$ cat src/rtl/cdim_fetch_pkg.sv
// Shared fetch-path definitions.
//   INST_W / PC_W  : instruction and program-counter widths
//   fetch_entry_t  : one queued instruction together with its PC
//   pc_of_slot     : PC of slot i in a fetch packet starting at base
//   ptr_add        : circular-buffer index arithmetic, (ptr + off) mod depth
package cdim_fetch_pkg;

  localparam int INST_W = 32;
  localparam int PC_W   = 32;

  typedef struct packed {
    logic [PC_W-1:0]   pc;
    logic [INST_W-1:0] inst;
  } fetch_entry_t;

  // Instructions are 4 bytes; the PC wraps naturally at 32 bits.
  function automatic logic [PC_W-1:0] pc_of_slot(input logic [PC_W-1:0] base,
                                                 input int unsigned     slot);
    return base + (PC_W'(slot) << 2);
  endfunction

  function automatic int unsigned ptr_add(input int unsigned ptr,
                                          input int unsigned off,
                                          input int unsigned depth);
    return (ptr + off) % depth;
  endfunction

endpackage

$ cat src/rtl/inst_queue.sv
// Fetch-to-decode instruction queue.
// Buffers packets of up to FETCH_W instructions in a DEPTH-entry circular
// queue and presents the ISSUE_W oldest entries to decode.
// Ports:
//   clk, resetn       clock, asynchronous active-low reset
//   flush             discard all contents (wins over push and pop)
//   in_valid/in_ready fetch handshake; in_ready means FETCH_W entries free
//   in_cnt            valid slots in the packet, counted from slot 0
//   in_pc, in_inst    PC of slot 0, packed slot instructions
//   out_valid         thermometer-coded lane valids
//   out_inst, out_pc  head entries, lanes zeroed when invalid
//   out_pop           lanes consumed this cycle
//   count             current occupancy, 0..DEPTH
module inst_queue
  import cdim_fetch_pkg::*;
#(
  parameter int FETCH_W = 2,
  parameter int ISSUE_W = 2,
  parameter int DEPTH   = 16
) (
  input  logic                          clk,
  input  logic                          resetn,
  input  logic                          flush,
  input  logic                          in_valid,
  output logic                          in_ready,
  input  logic [$clog2(FETCH_W+1)-1:0]  in_cnt,
  input  logic [PC_W-1:0]               in_pc,
  input  logic [INST_W*FETCH_W-1:0]     in_inst,
  output logic [ISSUE_W-1:0]            out_valid,
  output logic [INST_W*ISSUE_W-1:0]     out_inst,
  output logic [PC_W*ISSUE_W-1:0]       out_pc,
  input  logic [$clog2(ISSUE_W+1)-1:0]  out_pop,
  output logic [$clog2(DEPTH+1)-1:0]    count
);

  localparam int CNT_W = $clog2(DEPTH+1);
  localparam int PTR_W = $clog2(DEPTH);
  localparam int IN_W  = $clog2(FETCH_W+1);

  fetch_entry_t     mem [DEPTH];
  logic [PTR_W-1:0] head_q;
  logic [PTR_W-1:0] tail_q;
  logic [CNT_W-1:0] count_q;

  logic [CNT_W-1:0] free_n;
  logic [IN_W-1:0]  in_cnt_c;
  logic             push_ok;
  logic [CNT_W-1:0] push_n;
  logic [CNT_W-1:0] pop_lim;
  logic [CNT_W-1:0] pop_req;
  logic [CNT_W-1:0] pop_n;

  // in_ready depends on registered occupancy only, so a same-cycle pop
  // never opens a combinational path into the fetch handshake.
  assign free_n   = CNT_W'(DEPTH) - count_q;
  assign in_ready = (free_n >= CNT_W'(FETCH_W));
  assign push_ok  = in_valid & in_ready & ~flush;

  assign in_cnt_c = (in_cnt > IN_W'(FETCH_W)) ? IN_W'(FETCH_W) : in_cnt;
  assign push_n   = push_ok ? CNT_W'(in_cnt_c) : '0;

  // Pops are clamped so an illegal request can never underflow the queue.
  assign pop_lim  = (count_q < CNT_W'(ISSUE_W)) ? count_q : CNT_W'(ISSUE_W);
  assign pop_req  = CNT_W'(out_pop);
  assign pop_n    = flush ? '0 : ((pop_req > pop_lim) ? pop_lim : pop_req);

  assign count    = count_q;

  // Control state: pointers and occupancy
  always_ff @(posedge clk or negedge resetn) begin
    if (!resetn) begin
      head_q  <= '0;
      tail_q  <= '0;
      count_q <= '0;
    end else if (flush) begin
      head_q  <= '0;
      tail_q  <= '0;
      count_q <= '0;
    end else begin
      head_q  <= PTR_W'(ptr_add(32'(head_q), 32'(pop_n), DEPTH));
      tail_q  <= PTR_W'(ptr_add(32'(tail_q), 32'(push_n), DEPTH));
      count_q <= count_q + push_n - pop_n;
    end
  end

  // Storage write: slot i lands at tail+i, wrapping past DEPTH-1 to 0
  always_ff @(posedge clk) begin
    for (int i = 0; i < FETCH_W; i++) begin
      if (CNT_W'(i) < push_n) begin
        mem[PTR_W'(ptr_add(32'(tail_q), i, DEPTH))].pc   <= pc_of_slot(in_pc, i);
        mem[PTR_W'(ptr_add(32'(tail_q), i, DEPTH))].inst <= in_inst[INST_W*i +: INST_W];
      end
    end
  end

  // Read lanes: combinational from registered head; invalid lanes read zero
  always_comb begin
    out_valid = '0;
    out_inst  = '0;
    out_pc    = '0;
    for (int i = 0; i < ISSUE_W; i++) begin
      if (count_q > CNT_W'(i)) begin
        out_valid[i]                 = 1'b1;
        out_inst[INST_W*i +: INST_W] = mem[PTR_W'(ptr_add(32'(head_q), i, DEPTH))].inst;
        out_pc[PC_W*i +: PC_W]       = mem[PTR_W'(ptr_add(32'(head_q), i, DEPTH))].pc;
      end
    end
  end

  // Decode may only consume lanes that are actually presented.
  pop_within_limit: assert property (
    @(posedge clk) disable iff (!resetn) (flush || (pop_req <= pop_lim))
  );

endmodule

$ cat config.mk
export PLATFORM = sky130hd
export DESIGN_NAME = inst_queue
export DESIGN_NICKNAME = d
export VERILOG_FILES = /design/src/rtl/cdim_fetch_pkg.sv /design/src/rtl/inst_queue.sv
export SDC_FILE = /design/constraint.sdc
export NUM_CORES = 2
export LEC_CHECK = 0
export CAP_MARGIN = 20
export CORE_AREA = 2 2 464 466
export CTS_BUF_LIST = sky130_fd_sc_hd__clkbuf_4 sky130_fd_sc_hd__clkbuf_8 sky130_fd_sc_hd__clkbuf_16
export DETAILED_ROUTE_END_ITERATION = 16
export DIE_AREA = 0 0 466 468
export DONT_BUFFER_PORTS = 1
export RECOVER_POWER = 50
export SYNTH_ARGS = -nofsm -noshare
export SYNTH_HDL_FRONTEND = slang
export SYNTH_SLANG_ARGS = --single-unit
$ cat constraint.sdc
create_clock -name clk -period 7.05 [get_ports clk]
set_clock_uncertainty 0.2 [all_clocks]
set_input_delay 1.41 -clock clk [delete_from_list [all_inputs] [get_ports clk]]
set_output_delay 1.41 -clock clk [all_outputs]
set_load 0.02 [all_outputs]
==> results.cfg <==
[final_layout]
post-route-util_pct = 31.5
nFillCells = 21100
drive_above_1_share_pct = 18.2
ff_latch_area_sq_um = 31100
area_growth_pct = 9.39
multiInputGateArea_sq_um = 28100
nNetsFinal = 4972

[worst_hold_path]
hold_path_class = input port to async pin

[clocking]
cts_root_buffer = clkbuf_16
cts.sinks = 1037
tritoncts = done
clk_latency_ns = 0.77
htreeDepth = 3
cts_buffer_depth = 3
hold_buffers = 0
clk_pin_slew_worst_paths_ns = 0.07
cts_buffers = 108
cts_setup_buffers = 0
ctsResizeCount = 0

[timing]
period_minus_slack_ns = 6.60
tns_ns = 0
post-route-period-util_pct = 93.6
tightest_slew_ns = 3.96
max-slew-margin-rel_pct = -164
setup_viol = 0
fmax_ghz = 0.152
rsz0062_at_grt = false
slew_violations = 1221
hold_viol_final = 0
whs_ns = 0.127
worst_slack_ns = 0.452

[placed_design]
portBuffers = 0
place_ws_ns = 1.62
dp_hpwl_um = 130000
finalWeightedCongestion = 0.802

[setup_path]
crit_arrival_ns = 6.89
crit_fanout = 47
crit_path_end_kind = register
cp.required_ns = 7.34
worst_setup_path_start_kind = register
crit_type = register to register
reg2reg_slack_ns = 0.45

[routing]
wl_per_cell_um = 30.2
drtIter0Drc = 6602
drc = 0
detail-route-antenna-nets = 0
vias_per_cell = 5.61
wirelength_um = 234000
drt_pass1_iterations = 6
dr_total_vias = 43600

[logic_synthesis]
ys_warn_count = 0
syn_area_sq_um = 61500
synthCells = 5168
synth_seq_area_share_pct = 50.5
yosysMostFrequentCell = nand2_1
ys_types = 50
avgSynthCellArea_sq_um = 11.9
synth.top_cell.area_share_pct = 50.0
synth.area.top_cells = edfxtp_1 (50%), mux4_2 (21%), nand2_1 (11%)
synthArstFlopShare_pct = 1.25
synth_fp_nets = 5297
ys.flop_type = edfxtp_1
synth_top_area_cell = edfxtp_1
yosys_register_bits = 1037
synth-edff-count = 1024
synth_commonest_cells = nand2_1 (1794), edfxtp_1 (1024), mux4_2 (576)

[power_and_ir_drop]
power_w = 0.0221
power.leakage_nw = 22.4
vdd_drop_max_mv = 0.317
p_per_area_nw_per_um2 = 329

[floorplanning]
dieWidth_um = 466
fp-row-count = 170
initial_core_util_pct = 28.8
die-area_sq_um = 218000
die_y_um = 468
core_area_sq_um = 213000
ios = 240

[global_route]
grt_pass1_vias = 42100
grt_overflow = 0
grt_pass1_wl_um = 327000
track_usage_pct = 21.0
grt_antenna_before_repair = 7
grt_max_degree = 137

[run]
maxCapViolCount = 42

[outcome]
violations = max-capacitance violations, max-slew violations
outcome = complete, but fails checks
cell type report:
cell class / count / share of cell area, %
diodes: 2 / 0.00744
multi-input cells: 3546 / 41.7
clock inverters: 62 / 0.779
well taps: 2838 / 5.28
repair buffers: 130 / 1.60
flip-flops and latches: 1037 / 46.2
inverters: 20 / 0.113
clock buffers: 133 / 4.30
cells in the final DEF (no fill, tap or decap), types with 21 or more instances in the layout:
cell       Yosys  layout
a22oi_1      128     128
clkbuf_16      0     108
clkinv_1       0      21
and2_1        68      68
xor2_1       228     228
clkbuf_2       2      24
clkinv_2       0      23
nor2_1       282     282
nand2_1     1794    1794
buf_4          9      62
a21oi_1       69      69
xnor2_1      244     244
clkbuf_4       0      25
mux4_2       576     576
clkbuf_1     348      23
edfxtp_1    1024    1024
state kept, by name (all words and copies together), names as in the netlist:
signal  flops
count       5
head_q      4
mem      1024
tail_q      4
cell families after synthesis:
family	Yosys count	synth area share, %
XOR/XNOR	472	6.72
multiplexers	580	21.2
AND/OR/NAND/NOR	2239	14.7
other	2	0.0122
adder cells (fa/ha/maj)	25	0.557
flip-flops	1037	50.5
AO/OA/AOI/OAI	228	2.45
buffers and inverters	585	3.89
stage by stage:
step | instances | instance area [sq um]
2_1_floorplan | 5168 | 61500
3_3_place_gp | 7570 | 64300
3_5_place_dp | 7570 | 64300
4_1_cts | 7765 | 67700
5_1_grt | 7766 | 67300
6_report | 7768 | 67300
report_power, final:
group / total, W / internal (W) / leakage [nW] / switching, W
Sequential: 0.00715 / 0.00692 / 9.40 / 0.000237
Combinational: 0.00920 / 0.00364 / 11.3 / 0.00557
Clock: 0.00576 / 0.00313 / 1.71 / 0.00263
critical path, stage by stage, from the launching register on:
cell and delay, ns:
dfrtp_1 0.58, inv_1 0.17, ha_1 0.24, nor3b_1 0.14
ha_1 0.29, o2111a_1 1.06, inv_1 0.84, nand4_1 0.62
clkbuf_2 1.71, nor2_1 0.12, xor2_1 0.23
worst paths after layout:
path	to	cells past startpoint	start
min in group clk	count[0]	1	flush
min reg2reg	tail_q[3]	2	tail_q[3]
max in group asynchronous	head_q[2]	0	resetn
min	head_q[3]	0	resetn
max reg2reg	mem[3][51]	10	count[1]
max	mem[3][51]	10	count[1]
layer usage:
metal  vias to the layer above  global-route usage (%)  wire length (um)
li1                      17700                       -                 -
met1                     22100                    27.3             84900
met2                      3236                    33.1            107000
met3                       537                    6.44             32800
met4                         8                    7.48              9760
met5                         -                       0               127
(Power assumes the default switching activity.)
